<file path="src/rtl/fwd_pkg.sv">
// Shared types and helpers for the operand forwarding stage and its matcher.
package fwd_pkg;

  localparam int ADDR_W_DEF = 5;

  typedef enum logic [1:0] {
    ST_IDLE  = 2'd0,
    ST_WAIT  = 2'd1,
    ST_VALID = 2'd2
  } state_e;

  // Width of a source code able to represent 0 (register file) and 1..num_src.
  function automatic int sel_width(input int num_src);
    int w;
    w = $clog2(num_src + 1);
    return (w < 1) ? 1 : w;
  endfunction

endpackage

</file>
<file path="src/rtl/fwd_match.sv">
// Priority forwarding matcher: picks the youngest producer writing the
// requested address, else the register-file data. Address 0 never forwards.
module fwd_match
  import fwd_pkg::*;
#(
  parameter int DATA_W  = 32,
  parameter int NUM_SRC = 2,
  parameter int ADDR_W  = ADDR_W_DEF,
  parameter int SEL_W   = sel_width(NUM_SRC)
) (
  input  logic [ADDR_W-1:0]         addr_i,
  input  logic [DATA_W-1:0]         rf_data_i,
  input  logic [NUM_SRC-1:0]        prod_wr_i,
  input  logic [NUM_SRC*ADDR_W-1:0] prod_rd_i,
  input  logic [NUM_SRC*DATA_W-1:0] prod_data_i,
  input  logic [NUM_SRC-1:0]        prod_pend_i,
  output logic [DATA_W-1:0]         data_o,
  output logic [SEL_W-1:0]          code_o,
  output logic                      pend_o
);

  // Walk oldest to youngest so the lowest-index match is the last to assign.
  always_comb begin
    data_o = rf_data_i;
    code_o = '0;
    pend_o = 1'b0;
    for (int k = NUM_SRC - 1; k >= 0; k--) begin
      if (prod_wr_i[k] && (prod_rd_i[k*ADDR_W +: ADDR_W] == addr_i) && (addr_i != '0)) begin
        data_o = prod_data_i[k*DATA_W +: DATA_W];
        code_o = SEL_W'(k + 1);
        pend_o = prod_pend_i[k];
      end
    end
  end

endmodule

</file>
<file path="src/rtl/fwd_operand_stage.sv">
// Operand resolve stage with producer forwarding and load-hazard stall.
// Optional statistics counters enabled by defining FWD_STATS_EN.
//
// state    | meaning
// ST_IDLE  | empty, ready for a request
// ST_WAIT  | request held, a winning producer is still pending
// ST_VALID | resolved operands presented downstream
module fwd_operand_stage
  import fwd_pkg::*;
#(
  parameter int DATA_W  = 32,
  parameter int NUM_SRC = 2,
  parameter int ADDR_W  = ADDR_W_DEF,
  localparam int SEL_W  = sel_width(NUM_SRC)
) (
  input  logic                      clk_i,
  input  logic                      rst_i,
  input  logic                      in_valid_i,
  output logic                      in_ready_o,
  input  logic [ADDR_W-1:0]         rs_addr_i,
  input  logic [ADDR_W-1:0]         rt_addr_i,
  input  logic [DATA_W-1:0]         rs_data_i,
  input  logic [DATA_W-1:0]         rt_data_i,
  input  logic [NUM_SRC-1:0]        prod_wr_i,
  input  logic [NUM_SRC*ADDR_W-1:0] prod_rd_i,
  input  logic [NUM_SRC*DATA_W-1:0] prod_data_i,
  input  logic [NUM_SRC-1:0]        prod_pend_i,
  input  logic                      flush_i,
  output logic                      out_valid_o,
  input  logic                      out_ready_i,
  output logic [DATA_W-1:0]         op_a_o,
  output logic [DATA_W-1:0]         op_b_o,
  output logic [SEL_W-1:0]          fw_a_o,
  output logic [SEL_W-1:0]          fw_b_o,
  output logic                      stall_o
`ifdef FWD_STATS_EN
  ,
  output logic [31:0]               fwd_cnt_o,
  output logic [31:0]               stall_cnt_o
`endif
);

  state_e             state_q, state_d;
  logic [ADDR_W-1:0]  rs_addr_q, rs_addr_d, rt_addr_q, rt_addr_d;
  logic [DATA_W-1:0]  rs_data_q, rs_data_d, rt_data_q, rt_data_d;
  logic [DATA_W-1:0]  op_a_q, op_a_d, op_b_q, op_b_d;
  logic [SEL_W-1:0]   fw_a_q, fw_a_d, fw_b_q, fw_b_d;

  logic               accept;
  logic               hazard;
  logic               load_ops;
  logic [ADDR_W-1:0]  res_rs_addr, res_rt_addr;
  logic [DATA_W-1:0]  res_rs_data, res_rt_data;
  logic [DATA_W-1:0]  m_a_data, m_b_data;
  logic [SEL_W-1:0]   m_a_code, m_b_code;
  logic               m_a_pend, m_b_pend;

  // While waiting, resolve the held request; otherwise resolve the incoming one.
  always_comb begin
    res_rs_addr = rs_addr_i;
    res_rt_addr = rt_addr_i;
    res_rs_data = rs_data_i;
    res_rt_data = rt_data_i;
    if (state_q == ST_WAIT) begin
      res_rs_addr = rs_addr_q;
      res_rt_addr = rt_addr_q;
      res_rs_data = rs_data_q;
      res_rt_data = rt_data_q;
    end
  end

  fwd_match #(
    .DATA_W (DATA_W),
    .NUM_SRC(NUM_SRC),
    .ADDR_W (ADDR_W),
    .SEL_W  (SEL_W)
  ) u_match_a (
    .addr_i     (res_rs_addr),
    .rf_data_i  (res_rs_data),
    .prod_wr_i  (prod_wr_i),
    .prod_rd_i  (prod_rd_i),
    .prod_data_i(prod_data_i),
    .prod_pend_i(prod_pend_i),
    .data_o     (m_a_data),
    .code_o     (m_a_code),
    .pend_o     (m_a_pend)
  );

  fwd_match #(
    .DATA_W (DATA_W),
    .NUM_SRC(NUM_SRC),
    .ADDR_W (ADDR_W),
    .SEL_W  (SEL_W)
  ) u_match_b (
    .addr_i     (res_rt_addr),
    .rf_data_i  (res_rt_data),
    .prod_wr_i  (prod_wr_i),
    .prod_rd_i  (prod_rd_i),
    .prod_data_i(prod_data_i),
    .prod_pend_i(prod_pend_i),
    .data_o     (m_b_data),
    .code_o     (m_b_code),
    .pend_o     (m_b_pend)
  );

  assign hazard      = m_a_pend | m_b_pend;
  assign in_ready_o  = (state_q == ST_IDLE) || ((state_q == ST_VALID) && out_ready_i);
  assign accept      = in_valid_i && in_ready_o;
  assign out_valid_o = (state_q == ST_VALID);
  assign stall_o     = (state_q == ST_WAIT);
  assign op_a_o      = op_a_q;
  assign op_b_o      = op_b_q;
  assign fw_a_o      = fw_a_q;
  assign fw_b_o      = fw_b_q;

  always_comb begin
    state_d   = state_q;
    rs_addr_d = rs_addr_q;
    rt_addr_d = rt_addr_q;
    rs_data_d = rs_data_q;
    rt_data_d = rt_data_q;
    load_ops  = 1'b0;

    if (flush_i) begin
      state_d = ST_IDLE;
    end else begin
      unique case (state_q)
        ST_IDLE, ST_VALID: begin
          if (accept) begin
            rs_addr_d = rs_addr_i;
            rt_addr_d = rt_addr_i;
            rs_data_d = rs_data_i;
            rt_data_d = rt_data_i;
            state_d   = hazard ? ST_WAIT : ST_VALID;
            load_ops  = !hazard;
          end else if ((state_q == ST_VALID) && out_ready_i) begin
            state_d = ST_IDLE;
          end
        end
        ST_WAIT: begin
          if (!hazard) begin
            state_d  = ST_VALID;
            load_ops = 1'b1;
          end
        end
        default: state_d = ST_IDLE;
      endcase
    end

    op_a_d = load_ops ? m_a_data : op_a_q;
    op_b_d = load_ops ? m_b_data : op_b_q;
    fw_a_d = load_ops ? m_a_code : fw_a_q;
    fw_b_d = load_ops ? m_b_code : fw_b_q;
  end

  always_ff @(posedge clk_i) begin
    if (rst_i) begin
      state_q   <= ST_IDLE;
      rs_addr_q <= '0;
      rt_addr_q <= '0;
      rs_data_q <= '0;
      rt_data_q <= '0;
      op_a_q    <= '0;
      op_b_q    <= '0;
      fw_a_q    <= '0;
      fw_b_q    <= '0;
    end else begin
      state_q   <= state_d;
      rs_addr_q <= rs_addr_d;
      rt_addr_q <= rt_addr_d;
      rs_data_q <= rs_data_d;
      rt_data_q <= rt_data_d;
      op_a_q    <= op_a_d;
      op_b_q    <= op_b_d;
      fw_a_q    <= fw_a_d;
      fw_b_q    <= fw_b_d;
    end
  end

`ifdef FWD_STATS_EN
  logic [31:0] fwd_cnt_q, fwd_cnt_d, stall_cnt_q, stall_cnt_d;

  // A flushed WAIT cycle is discarded work, so it is not counted as a stall.
  always_comb begin
    fwd_cnt_d   = fwd_cnt_q + 32'(load_ops && ((m_a_code != '0) || (m_b_code != '0)));
    stall_cnt_d = stall_cnt_q + 32'((state_q == ST_WAIT) && !flush_i);
  end

  always_ff @(posedge clk_i) begin
    if (rst_i) begin
      fwd_cnt_q   <= '0;
      stall_cnt_q <= '0;
    end else begin
      fwd_cnt_q   <= fwd_cnt_d;
      stall_cnt_q <= stall_cnt_d;
    end
  end

  assign fwd_cnt_o   = fwd_cnt_q;
  assign stall_cnt_o = stall_cnt_q;
`endif

endmodule

</file>
<file path="config.mk">
export PLATFORM = sky130hd
export DESIGN_NAME = fwd_operand_stage
export DESIGN_NICKNAME = d
export VERILOG_FILES = /design/src/rtl/fwd_pkg.sv /design/src/rtl/fwd_match.sv /design/src/rtl/fwd_operand_stage.sv
export SDC_FILE = /design/constraint.sdc
export NUM_CORES = 1
export LEC_CHECK = 0
export BUFFER_PORTS_ARGS = -buffer_cell sky130_fd_sc_hd__buf_2
export CAP_MARGIN = 20
export CORE_MARGIN = 2
export CORE_UTILIZATION = 35
export DETAILED_ROUTE_END_ITERATION = 6
export PLACE_DENSITY = 0.62
export SLEW_MARGIN = 40
export SYNTH_ARGS = -nofsm -noshare
export SYNTH_HDL_FRONTEND = slang
export SYNTH_HIERARCHICAL = 1
export SYNTH_SLANG_ARGS = --single-unit
</file>
<file path="constraint.sdc">
create_clock -name clk_i -period 4.3 [get_ports clk_i]
set_clock_uncertainty 0.1 [all_clocks]
set_input_delay 0.215 -clock clk_i [delete_from_list [all_inputs] [get_ports clk_i]]
set_output_delay 0.215 -clock clk_i [all_outputs]
set_load 0.02 [all_outputs]
</file>
# Word-level counts from Yosys, hierarchy flattened
# Index checks and enable logic that the tools add are counted.
# Widths: inputs -> output; s select.
[totals] register_bits=144 latch_bits=0 mem_bits_rw=0 romBits=0 inputBits=157 output_inout_bits=71 memories=0
[classes] add_sub_neg=0 multipliers=0 div_mod_pow=0 magnitude_cmp=0 eq_ne=8 shift=0 muxes=25 n_bitwise=2 reduce_logical=19
[ops] operator="$mux 32" count=6
[ops] operator="$eq 5x5->1" count=4
[ops] operator="$mux 2" count=8
[ops] operator="$logic_and 1x1->1" count=10
[ops] operator="$mux 5" count=2
[ops] operator="$reduce_bool 5->1" count=2
[ops] operator="$mux 1" count=7
[ops] operator="$pmux 2 s2" count=1
[ops] operator="$reduce_or 2->1" count=2
[ops] operator="$ne 3x3->1 const B" count=1
[ops] operator="$reduce_and 3->1" count=1
[ops] operator="$eq 2x1->1 const B" count=1
[ops] operator="$eq 2x2->1 const B" count=1
[ops] operator="$logic_not 2->1" count=1
[ops] operator="$ne 2x2->1 const B" count=1
[ops] operator="$pmux 1 s2" count=1
[ops] operator="$reduce_and 2->1" count=1
[ops] operator="$logic_not 1->1" count=1
[ops] operator="$logic_or 1x1->1" count=1
[ops] operator="$not 1->1" count=1
[ops] operator="$or 1x1->1" count=1

# Longest topological paths before layout
[logic_depth] word_depth=12 ltp_mapped=17 mapped_depth_nobuf=12

# Hierarchy
# The synthesis kept the hierarchy.
[modules_own_cells] mod="fwd_operand_stage" n_inst=1 cells_each=874 area_per_inst_um2=6622.6
[modules_own_cells] mod="fwd_match" n_inst=2 cells_each=173 area_per_inst_um2=977.2

# Least setup slack after synthesis
# Ideal clock, no wire load.
[synth_path] path_kind="reg2reg" startpoint="register state_q[0]" endpoint="register op_a_q[11], in the netlist op_a_o[11]" setup_time_ps=72 arrival_ps=3393 required_time_ps=4128 slack_ps=736 path_stages_with_launch=18 path_buffers=7 period_less_slack_ps=3564 cell_sequence="dfxtp_1 > buf_2 > nand2b_1 > clkbuf_1 > buf_1 > nand2_1 > nand2_1 > or4_4 > o211ai_2 > or2_1 > buf_4 > mux2_2 > nor2_1 > o211a_1 > buf_2 > buf_6 > buf_6 > mux2i_1"
[synth_via] elab_chain_cells=12 elab_cells_between_ends=36 cone_classes="eq/ne: 6; mux: 13; bitwise: 1; reduce/logical: 16"
[synth_rtl] item="start: declaration" line="fwd_operand_stage.sv:43" source="state_e state_q, state_d;"
[synth_rtl] item="start signal: assignment" line="fwd_operand_stage.sv:168" source="state_q <= state_d;"
[synth_rtl] item="$eq 2x1->1 *" line="fwd_operand_stage.sv:64" source="if (state_q == ST_WAIT) begin"
[synth_rtl] item="$mux 5 *" line="fwd_operand_stage.sv:64"
[synth_rtl] item="net res_rs_addr[2]" line="fwd_operand_stage.sv:52" source="logic [ADDR_W-1:0] res_rs_addr, res_rt_addr;"
[synth_rtl] item="$eq 5x5->1" line="fwd_match.sv:28" source="if (prod_wr_i[k] && (prod_rd_i[k*ADDR_W +: ADDR_W] == addr_i) && (addr_i != '0)) begin"
[synth_rtl] item="$logic_and 1x1->1 (2 in a row)" line="fwd_match.sv:28"
[synth_rtl] item="$mux 1" line="fwd_match.sv:28"
[synth_rtl] item="$mux 1 *" line="fwd_match.sv:28"
[synth_rtl] item="net m_a_pend" line="fwd_operand_stage.sv:56" source="logic m_a_pend, m_b_pend;"
[synth_rtl] item="$or 1x1->1 *" line="fwd_operand_stage.sv:106" source="assign hazard = m_a_pend | m_b_pend;"
[synth_rtl] item="$logic_not 1->1"
[synth_rtl] item="$mux 1" line="fwd_operand_stage.sv:129" source="if (accept) begin"
[synth_rtl] item="$pmux 1 s2 *" line="fwd_operand_stage.sv:127" source="unique case (state_q)"
[synth_rtl] item="$mux 1 *" line="fwd_operand_stage.sv:124" source="if (flush_i) begin"
[synth_rtl] item="end signal: assignment" line="fwd_operand_stage.sv:173" source="op_a_q <= op_a_d;"
[synth_rtl] item="end: declaration" line="fwd_operand_stage.sv:46" source="logic [DATA_W-1:0] op_a_q, op_a_d, op_b_q, op_b_d;"
# Mark *: on every way through the listed nets, which the timed path passes. The rest lies on a longest branch.
# A chain may end at the register's enable or synchronous reset.

# Final worst setup path
[layout_path] startpoint="register state_q[0]" endpoint="register op_b_q[6], in the netlist op_b_o[6]"
[layout_via] elab_chain_cells=12 elab_cells_between_ends=36 cone_classes="eq/ne: 6; mux: 13; bitwise: 1; reduce/logical: 16"
[layout_rtl] item="$eq 2x1->1 *" line="fwd_operand_stage.sv:64"
[layout_rtl] item="$mux 5 *" line="fwd_operand_stage.sv:64"
[layout_rtl] item="net res_rt_addr[2]" line="fwd_operand_stage.sv:52"
[layout_rtl] item="$eq 5x5->1" line="fwd_match.sv:28"
[layout_rtl] item="$logic_and 1x1->1 (2 in a row)" line="fwd_match.sv:28"
[layout_rtl] item="$mux 1" line="fwd_match.sv:28"
[layout_rtl] item="$mux 1 *" line="fwd_match.sv:28"
[layout_rtl] item="net m_b_pend" line="fwd_operand_stage.sv:56"
[layout_rtl] item="$or 1x1->1 *" line="fwd_operand_stage.sv:106"
[layout_rtl] item="$logic_not 1->1"
[layout_rtl] item="$mux 1" line="fwd_operand_stage.sv:129"
[layout_rtl] item="$pmux 1 s2 *" line="fwd_operand_stage.sv:127"
[layout_rtl] item="$mux 1 *" line="fwd_operand_stage.sv:124"
[layout_rtl] item="end signal: assignment" line="fwd_operand_stage.sv:174" source="op_b_q <= op_b_d;"
[layout_rtl] item="end: declaration" line="fwd_operand_stage.sv:46"
# Marks and branches as above.

==> impl_metrics.tcl <==
set metrics [dict create \
    cap_violations 0 \
    grt_usage 0.242 \
    drtAntennaViolNets 0 \
    antenna_found_initial 5 \
    register_area_um2 2880 \
    worstSetupEndpointType "flip-flop" \
    start_util 0.355 \
    hp-start "in_valid_i" \
    place_congestion 0.873 \
    outcome "finished, final reports clean" \
    p_leak_uw 0.00468 \
    grt_pass1_vias 8792 \
    layout_setup_ws_ns 0.617 \
    max_stage_delay_ns 0.60 \
    cts.sinks 144 \
    crit_fanout 22 \
    worst_slew_pin_slew_ns 0.817 \
    num-fill-cells 2464 \
    die_y_um 161 \
    syn_to_final_growth_pct 31.2 \
    period_needed_ns 3.68 \
    multiInputGateArea_um2 5200 \
    dr.pass1.iters 7 \
    clock_latency_ns 0.43 \
    clk_pin_slew_ns 0.06 \
    yosysUniqueCellTypes 33 \
    fin_util 0.466 \
    wirelength_um 31900 \
    synthCells 1220 \
    grt_max_degree 94 \
    wire_per_inst_um 17.8 \
    relSlewSlack 0.455 \
    dieArea_um2 25800 \
    cpMaxStageDelayCell "or4_4" \
    remaining_drc_errors 0 \
    synth_top_area_cell "dfxtp_1" \
    dpl_cell_area_um2 9880 \
    port_buffers 227 \
    synth_warnings 6 \
    num_io_pins 228 \
    clockBufferDepth 2 \
    stdcell_area_um2 11300 \
    synth_edf_count 0 \
    reg2reg_from "state_q[0]$_SDFFE_PP0P_" \
    fp.coreArea_um2 24200 \
    syn_avg_cell_area_um2 7.03 \
    synth_top_area_frac 0.336 \
    syn_area_um2 8580 \
    async_flop_share 0 \
    dr.first_iter.drc_count 819 \
    reg2regPathDepth 12 \
    min_period_over_period 0.857 \
    finalMaxSlewViolations 0 \
    p_per_area_nw_per_um2 330 \
    r2r_slack_ns 0.62 \
    die_w_um 161 \
    crit_path_start_kind "flip-flop" \
    synth_flop_cell "dfxtp_1" \
    peakVddDrop_uv 204 \
    setup_tns_ns 0 \
    htree_levels 4 \
    fin_nets 1614 \
    rsz0062_at_grt "no" \
    hpwlAfterDp_um 21000 \
    synth_seq_cells 144 \
    cts_root_buf "clkbuf_16" \
    grt_overflow 0 \
    cp_cell_sequence "nand2b_4, inv_2, nand2_1, nand2_1, or4_4, o211a_1, and3_1, mux2_2, nor2_1, o211a_4, buf_4, mux2i_1" \
    hold_end "state_q[0]$_SDFFE_PP0P_" \
    cts_made_buffers 17 \
    seq_area_frac_synth 0.336 \
    hp-class "in -> reg" \
    setup_viol 0 \
    synthesis.nets 1377 \
    rr_endpoint "op_b_o[6]$_SDFFE_PP0P_" \
    arrival_ns 3.94 \
    via_per_inst 5.21 \
    hold_viol 0 \
    row_count 57 \
    cp_common_cell "nand2_1" \
    synthTopCellsByArea "dfxtp_1 34%, nand2_1 16%, nand2b_1 10%" \
    worstPathRequired_ns 4.56 \
    drive_gt1_frac 0.204 \
    tritoncts "done" \
    grt_first_pass_wirelength_um 49300 \
    critPathKind "reg -> reg" \
    vias 9372 \
    dp_worst_setup_slack_ns 0.636 \
    max_freq_mhz 272 \
    hold_depth 3 \
]
==> synthesized netlist by cell type (all sizes together), types with 3 or more instances <==
| library cell | count |
|---|---|
| nor3 | 68 |
| xnor2 | 20 |
| nand3 | 64 |
| nand4 | 4 |
| nand2 | 370 |
| o211a | 3 |
| a21oi | 77 |
| inv | 3 |
| nand2b | 138 |
| o21ai | 65 |
| clkbuf | 61 |
| buf | 49 |
| a31oi | 64 |
| dfxtp | 144 |
| mux2i | 68 |
| o211ai | 4 |
==> cells in the final DEF (no fill, tap or decap), types with 3 or more instances in the layout <==
cell type / Yosys / layout
xnor2_1: 20 / 20
diode_2: 0 / 4
nand4_1: 4 / 4
inv_2: 2 / 3
clkbuf_16: 0 / 17
bufinv_16: 0 / 3
dfxtp_1: 144 / 144
buf_4: 9 / 22
o21ai_1: 14 / 14
o211ai_4: 0 / 4
dlygate4sd3_1: 0 / 76
nand2_1: 370 / 370
o21ai_0: 51 / 51
a31oi_1: 64 / 64
nor3_1: 68 / 68
nand3_1: 64 / 64
clkinv_2: 0 / 3
buf_2: 24 / 226
clkbuf_8: 0 / 3
clkbuf_1: 59 / 3
nand2b_1: 138 / 137
a21oi_1: 77 / 77
buf_12: 0 / 4
mux2i_1: 68 / 68
==> layer usage <==
metal	routed length, µm	global-route usage
met1	14400	0.327
met2	14400	0.377
met3	2270	0.0535
met4	835	0.0971
met5	13	0
==> critical path: cells and delay by family (launching register included) <==
kind / cells / cell delay, ns
buffers and inverters: 2 / 0.54
AND/OR/NAND/NOR: 6 / 1.53
flip-flops: 1 / 0.44
multiplexers: 2 / 0.49
AO/OA/AOI/OAI: 2 / 0.48
==> layout make-up <==
type,instances,share of cell area
multi-input combinational,963,0.462
sequential,144,0.256
timing repair buffer,328,0.190
clock buffer,23,0.0425
tap,324,0.0360
clock inverter,9,0.0116
inverter,3,0.00100
antenna,4,0.000889
==> per-stage QoR <==
step / total power (µW) / std cells / hold slack [ns]
after floorplan: 1860 / 1220 / 0.194
after global placement: 2110 / 1683 / 0.342
after detailed placement: 2130 / 1686 / 0.347
after CTS: 3740 / 1794 / 0.0186
after global routing: 3870 / 1798 / 0.0693
final: 3720 / 1798 / 0.0396
==> registers in the layout, indices dropped and copies added (netlist names) <==
signal / cells
rs_addr_q: 5
fw_a_o: 2
state_q: 2
rs_data_q: 32
fw_b_o: 2
op_b_o: 32
op_a_o: 32
rt_addr_q: 5
rt_data_q: 32
==> power by group <==
group	leakage [µW]	internal, µW	total (µW)	switching (µW)
Clock	0.000298	960	1560	597
Sequential	0.00118	1400	1440	36.5
Combinational	0.00321	291	720	429
Total	0.00468	2660	3720	1060
==> worst max-delay path by stage <==
stage,start,end,slack (ns)
finish,state_q[0]$_SDFFE_PP0P_,op_b_o[6]$_SDFFE_PP0P_,0.62
detailed placement,state_q[0]$_SDFFE_PP0P_,op_b_o[20]$_SDFFE_PP0P_,0.64
global placement,state_q[0]$_SDFFE_PP0P_,op_b_o[13]$_SDFFE_PP0P_,0.72
global route,state_q[0]$_SDFFE_PP0P_,op_b_o[17]$_SDFFE_PP0P_,0.42
floorplan,state_q[0]$_SDFFE_PP0P_,op_a_o[11]$_SDFFE_PP0P_,0.74
CTS,state_q[0]$_SDFFE_PP0P_,op_a_o[14]$_SDFFE_PP0P_,0.61
==> kinds of logic after synthesis <==
logic type                Yosys count  synth area share
and+or+nand+nor                   659             0.357
AOI/OAI and AO/OA                 214             0.140
DFF                               144             0.336
buffers and inverters             113            0.0651
muxes                              70            0.0820
xor gates and xnor gates           20            0.0204
==> repair_timing <==
action	4_1_cts	5_1_grt
endpoints found under the setup margin	0	0
hold endpoints to repair	76	0
buffers inserted	0	0
hold buffers	76	0
gates resized for setup	0	0
(Power assumes the default switching activity.)
